==> src/rtl/sram_arb.sv <==
// Round-robin arbiter sharing one single-port SRAM (read latency LC) between two Avalon-MM masters.
// Optional feature: define SRAM_ARB_LOCK_EN to add m0_lock/m1_lock grant locking.
module sram_arb #(
   parameter int AW = 5,
   parameter int DW = 32,
   parameter int LC = 1
) (
   input  logic              clk,
   input  logic              reset,
`ifdef SRAM_ARB_LOCK_EN
   input  logic              m0_lock,
   input  logic              m1_lock,
`endif
   input  logic [AW-1:0]     m0_address,
   input  logic              m0_read,
   input  logic              m0_write,
   input  logic [DW/8-1:0]   m0_byteenable,
   input  logic [DW-1:0]     m0_writedata,
   output logic              m0_waitrequest,
   output logic [DW-1:0]     m0_readdata,
   output logic              m0_readdatavalid,
   input  logic [AW-1:0]     m1_address,
   input  logic              m1_read,
   input  logic              m1_write,
   input  logic [DW/8-1:0]   m1_byteenable,
   input  logic [DW-1:0]     m1_writedata,
   output logic              m1_waitrequest,
   output logic [DW-1:0]     m1_readdata,
   output logic              m1_readdatavalid,
   output logic              sram_cs,
   output logic [DW/8-1:0]   sram_we,
   output logic [AW-1:0]     sram_addr,
   output logic [DW-1:0]     sram_wdata,
   input  logic [DW-1:0]     sram_rdata
);

   localparam int BW = DW / 8;

   logic          req0, req1;
   logic          keep0, keep1;
   logic          gnt0, gnt1;
   logic          last_grant;
   logic          acc, acc_wr, acc_rd;
   logic          cmd_write;
   logic [AW-1:0] cmd_addr, addr_q;
   logic [DW-1:0] cmd_wdata, wdata_q;
   logic [BW-1:0] cmd_be;
   logic          rsp_valid, rsp_owner;

   // Grant is purely combinational so the command reaches the SRAM in the request cycle.
   always_comb begin
      req0  = m0_read | m0_write;
      req1  = m1_read | m1_write;
`ifdef SRAM_ARB_LOCK_EN
      keep0 = ~last_grant & m0_lock & req0;
      keep1 =  last_grant & m1_lock & req1;
`else
      keep0 = 1'b0;
      keep1 = 1'b0;
`endif
      gnt0  = 1'b0;
      gnt1  = 1'b0;
      if (!reset) begin
         if (keep0)
            gnt0 = 1'b1;
         else if (keep1)
            gnt1 = 1'b1;
         else if (req0 && req1) begin
            gnt0 = last_grant;
            gnt1 = ~last_grant;
         end else begin
            gnt0 = req0;
            gnt1 = req1;
         end
      end
   end

   always_comb begin
      cmd_write = gnt1 ? m1_write      : m0_write;
      cmd_addr  = gnt1 ? m1_address    : m0_address;
      cmd_wdata = gnt1 ? m1_writedata  : m0_writedata;
      cmd_be    = gnt1 ? m1_byteenable : m0_byteenable;
      acc       = gnt0 | gnt1;
      acc_wr    = acc & cmd_write;
      acc_rd    = acc & ~cmd_write;
   end

   // A write with no byte lanes is still accepted but never selects the macro.
   assign sram_cs    = acc_rd | (acc_wr & (|cmd_be));
   assign sram_we    = acc_wr ? cmd_be : '0;
   assign sram_addr  = acc ? cmd_addr : addr_q;
   assign sram_wdata = acc_wr ? cmd_wdata : wdata_q;

   assign m0_waitrequest = reset | (req0 & ~gnt0);
   assign m1_waitrequest = reset | (req1 & ~gnt1);

   always_ff @(posedge clk) begin
      if (reset) begin
         last_grant <= 1'b1;
         addr_q     <= '0;
         wdata_q    <= '0;
      end else begin
         if (acc) begin
            last_grant <= gnt1;
            addr_q     <= cmd_addr;
         end
         if (acc_wr)
            wdata_q <= cmd_wdata;
      end
   end

   generate
      if (LC == 0) begin : g_rsp_comb
         assign rsp_valid = acc_rd;
         assign rsp_owner = gnt1;
      end else begin : g_rsp_pipe
         logic [LC-1:0] pipe_valid;
         logic [LC-1:0] pipe_owner;

         always_ff @(posedge clk) begin
            if (reset) begin
               pipe_valid <= '0;
               pipe_owner <= '0;
            end else begin
               pipe_valid[0] <= acc_rd;
               pipe_owner[0] <= gnt1;
               for (int i = 1; i < LC; i++) begin
                  pipe_valid[i] <= pipe_valid[i-1];
                  pipe_owner[i] <= pipe_owner[i-1];
               end
            end
         end

         assign rsp_valid = pipe_valid[LC-1] & ~reset;
         assign rsp_owner = pipe_owner[LC-1];
      end
   endgenerate

   assign m0_readdatavalid = rsp_valid & ~rsp_owner;
   assign m1_readdatavalid = rsp_valid &  rsp_owner;
   assign m0_readdata      = sram_rdata;
   assign m1_readdata      = sram_rdata;

endmodule

==> config.mk <==
export PLATFORM = sky130hd
export DESIGN_NAME = sram_arb
export DESIGN_NICKNAME = d
export VERILOG_FILES = /design/src/rtl/sram_arb.sv
export SDC_FILE = /design/constraint.sdc
export NUM_CORES = 1
export LEC_CHECK = 0
export ABC_AREA = 1
export CORE_MARGIN = 4
export CORE_UTILIZATION = 35
export CTS_CLUSTER_DIAMETER = 40
export DETAILED_ROUTE_END_ITERATION = 16
export PLACE_DENSITY = 0.81
export SYNTH_ARGS = -nofsm -noshare
export SYNTH_HDL_FRONTEND = slang
export SYNTH_SLANG_ARGS = --single-unit
==> constraint.sdc <==
create_clock -name clk -period 2.9 [get_ports clk]
set_input_delay 0.87 -clock clk [delete_from_list [all_inputs] [get_ports clk]]
set_output_delay 0.87 -clock clk [all_outputs]
set_load 0.005 [all_outputs]
==> run summary <==
FINISH
--------------------------------------------------------------------------------
Final antenna diode count                                                      0
Total Nets Final                                                             917
Filler Cell Count                                                            506
Cell Count, Final, Fillers Out                                               906
Final standard cell area without fillers                            0.00690 mm^2
Area growth, synth to finish                                                114%
End-of-flow core utilization                                               78.0%
Combined area of the multi-input logic cells                        0.00199 mm^2
Share of post-route cells with drive strength above 1                      54.0%
Area taken by flip-flops and latches                                    801 um^2

WORST SETUP PATH
--------------------------------------------------------------------------------
Category of the most critical setup path                               in -> out
Capturing element type of the critical path                           output pin
Largest fanout on the critical path                                            6
Signal arrival time at the worst endpoint                                2330 ps
Worst r2r path cells                                                          20
Required arrival time at the worst endpoint                              2030 ps
CP startpoint kind                                                  primary input
Worst-case register-to-register setup slack                               180 ps

PLACED DESIGN
--------------------------------------------------------------------------------
Total of buffers placed on input and output ports                            133
Post-detailed-placement half-perimeter wirelength                        6.89 mm
Routability cong.                                                          0.798
Cell area reported after detailed placement                         0.00443 mm^2
Number of instances in the placed design                                     731

ROUTING
--------------------------------------------------------------------------------
DR WL/cell                                                               18.4 um
Vias per cell                                                               4.99
Vias after detailed routing                                                 4517
Starting DRC count in detailed routing                                       206
Detail Route Antenna Nets                                                      0
Count of TritonRoute iterations in the first routing pass                      4
Remaining routing DRC violations                                               0
Final routed wirelength across all metal layers                          16.6 mm

LOGIC SYNTHESIS
--------------------------------------------------------------------------------
Top FF cell, synth                                                  sky130_fd_sc_hd__dfxtp_1
Commonest cells in the netlist                                      sky130_fd_sc_hd__nand2_1 (162), sky130_fd_sc_hd__inv_1 (111), sky130_fd_sc_hd__buf_4 (69)
Post-synthesis area per instance                                       6.04 um^2
Seq/Total Area, Yosys                                                      24.8%
Ys async rst share                                                            0%
Count of flip-flops with a built-in enable after synthesis                     0
Post-Synthesis Net Count                                                     655
Flip-flop and latch count after synthesis                                     40
Post-synth design cell area                                         0.00323 mm^2
Synth area leader                                                   sky130_fd_sc_hd__dfxtp_1
Post-Synthesis Cells                                                         535
Number of unique standard cell types used by synthesis                        20
Area share of the leading cell type in the synthesized netlist             24.8%
Number of synthesis warnings                                                   0
Largest cells by area after synthesis                               sky130_fd_sc_hd__dfxtp_1 (25%), sky130_fd_sc_hd__nand2_1 (19%), sky130_fd_sc_hd__buf_4 (16%), sky130_fd_sc_hd__inv_1 (13%), sky130_fd_sc_hd__nand3b_1 (7.7%)
Dominant cell by count in the synthesized netlist                   sky130_fd_sc_hd__nand2_1

POWER AND IR DROP
--------------------------------------------------------------------------------
Relative contribution of combinational cells to total power                61.1%
Sequential group share of total power                                      22.2%
Total internal power                                                     1.85 mW
Sw Ratio                                                                   34.3%
Clock share of power                                                       16.7%
Power per cell area                                                  409 mW/mm^2
Lkg Pwr                                                                  3.65 nW
Switching power total                                                   0.968 mW
Peak VDD IR                                                             0.282 mV

TIMING
--------------------------------------------------------------------------------
Final Critical Period                                                    3200 ps
Period utilization                                                          110%
Tightest Pin Transition                                                   456 ps
Hold slack                                                                536 ps
Setup repair after global routing missed its margin                         true
Setup Total Neg Slack                                                   -6840 ps
Final Hold Viols                                                               0
Final-report setup violation count                                            45
Clock skew after layout                                                  15.3 ps
Max Clock Freq                                                           312 MHz
Slew Limit Headroom                                                        69.6%
Final worst slack                                                        -301 ps
Number of max-slew violations in the final report                              0

CTS
--------------------------------------------------------------------------------
CTS root buffer                                                     sky130_fd_sc_hd__clkbuf_8
Worst-Skew Late Latency                                                   310 ps
Number of buffers inserted during clock tree synthesis                         5
H-tree depth                                                                   2
Clock tree from TritonCTS                                                    yes
Clk buf depth                                                                  2
Reg clk slew, reported paths                                               80 ps
Clk sink count                                                                40

FLOORPLAN
--------------------------------------------------------------------------------
Die boundary width                                                        104 um
Die area                                                             0.0108 mm^2
Core area                                                           0.00885 mm^2
Number of rows in the core area                                               34
I/O pin cnt                                                                  230
Overall die height                                                        104 um
Starting Density                                                           36.5%

GRT
--------------------------------------------------------------------------------
Number of antenna violations at the first check in global routing              0
Global router's overall resource usage                                     25.0%
Vias in the first global route                                              4624
Wire length of the first global-routing pass                             22.2 mm
Grt total ovfl                                                                 0
Maximum number of pins on one net before global-route repair                  35

STATUS
--------------------------------------------------------------------------------
Result of the run                                                   finished, violations left
Failing checks                                                      negative setup slack

HOLD PATH
--------------------------------------------------------------------------------
Hold Path Cell Cnt                                                             2
Hold Path Class                                                       reg -> reg

FLOW RUN
--------------------------------------------------------------------------------
Number of maximum-capacitance constraint violations                            0

worst paths after layout:
check,startpoint,endpoint
setup / recovery,m1_write,sram_cs
hold / removal,addr_q[2],addr_q[2]
setup reg to reg,last_grant,wdata_q[28]
hold reg to reg,addr_q[2],addr_q[2]
power by group through the flow:
stage | Combinational (mW) | Sequential [mW] | Clock [mW]
CTS | 1.36 | 0.620 | 0.477
finish | 1.72 | 0.626 | 0.472
global placement | 0.810 | 0.631 | 0
floorplan | 0.430 | 0.629 | 0
detailed placement | 0.824 | 0.633 | 0
global route | 1.83 | 0.629 | 0.502
through the flow:
step / total power [mW] / setup slack [ps]
finish: 2.82 / -301
global route: 2.96 / -338
CTS: 2.45 / -198
detailed placement: 1.46 / -890
global placement: 1.44 / -848
floorplan: 1.06 / 151
worst max-delay path, stage by stage:
cell	delay (ps)
sky130_fd_sc_hd__buf_8	100
sky130_fd_sc_hd__inv_4	60
sky130_fd_sc_hd__nand2_4	70
sky130_fd_sc_hd__nand3_4	100
sky130_fd_sc_hd__nand2_4	70
sky130_fd_sc_hd__buf_6	130
sky130_fd_sc_hd__buf_12	130
sky130_fd_sc_hd__buf_8	130
sky130_fd_sc_hd__buf_12	130
sky130_fd_sc_hd__nand2_4	70
sky130_fd_sc_hd__nand2_4	60
sky130_fd_sc_hd__nand3_2	80
sky130_fd_sc_hd__nor2_2	40
sky130_fd_sc_hd__nor2_1	110
sky130_fd_sc_hd__buf_2	150
final cells by class:
class                   instances  share of cell area [%]
repair buffers                344                    49.4
inverters                     115                    6.51
well taps                     108                    1.96
multi-input cells             291                    28.9
flip-flops and latches         40                    11.6
clock inverters                 3                   0.617
clock buffers                   5                   0.997
registers in the layout (all words and copies together), names as in the netlist:
signal	cells
wdata_q	32
addr_q	5
g_rsp_pipe.pipe_owner	1
g_rsp_pipe.pipe_valid	1
last_grant	1
layer usage:
metal / up-vias / GRT usage (%) / routed length, um
met1: 2127 / 24.0 / 5650
met3: 94 / 8.57 / 1360
met5: - / 0 / 0
li1: 2013 / - / -
met4: 0 / 14.8 / 915
met2: 283 / 45.9 / 8700
layout by cell type (no fill, tap or decap):
cell,instances
sky130_fd_sc_hd__nand3_4,12
sky130_fd_sc_hd__buf_6,104
sky130_fd_sc_hd__clkbuf_8,5
sky130_fd_sc_hd__dlygate4sd2_1,2
sky130_fd_sc_hd__dfxtp_1,40
sky130_fd_sc_hd__inv_1,84
sky130_fd_sc_hd__buf_8,8
sky130_fd_sc_hd__nand2_2,55
sky130_fd_sc_hd__inv_4,4
sky130_fd_sc_hd__buf_16,2
sky130_fd_sc_hd__dlymetal6s2s_1,2
sky130_fd_sc_hd__buf_4,110
sky130_fd_sc_hd__clkbuf_2,4
sky130_fd_sc_hd__nand3_2,25
sky130_fd_sc_hd__a21oi_1,1
sky130_fd_sc_hd__nand2_8,2
sky130_fd_sc_hd__a21oi_2,1
sky130_fd_sc_hd__clkinvlp_4,3
sky130_fd_sc_hd__clkinv_2,1
sky130_fd_sc_hd__o21ai_1,1
sky130_fd_sc_hd__nand3b_1,33
sky130_fd_sc_hd__inv_2,25
sky130_fd_sc_hd__nand3_1,7
sky130_fd_sc_hd__clkdlybuf4s50_1,83
sky130_fd_sc_hd__nor2_4,4
sky130_fd_sc_hd__nand2_4,29
sky130_fd_sc_hd__buf_2,16
sky130_fd_sc_hd__bufinv_16,1
sky130_fd_sc_hd__nand2_1,83
sky130_fd_sc_hd__clkbuf_16,1
sky130_fd_sc_hd__nor2_1,30
sky130_fd_sc_hd__o211ai_1,1
sky130_fd_sc_hd__nor2_2,7
sky130_fd_sc_hd__buf_12,12
cell families (layout without fill, tap and decap cells):
family	Yosys count	count (layout)	synth area share, %
buf+inv	204	467	33.5
simple gates	287	287	41.0
flops	40	40	24.8
compound gates	4	4	0.697
timing repair:
action                     4_1_cts  5_1_grt
pin swaps                       42       53
cloned                           3        1
buffers inserted               164       29
hold buffers                     0        0
setup endpoints to repair       44       55
gates resized for setup        313      205
(Power assumes the default switching activity.)
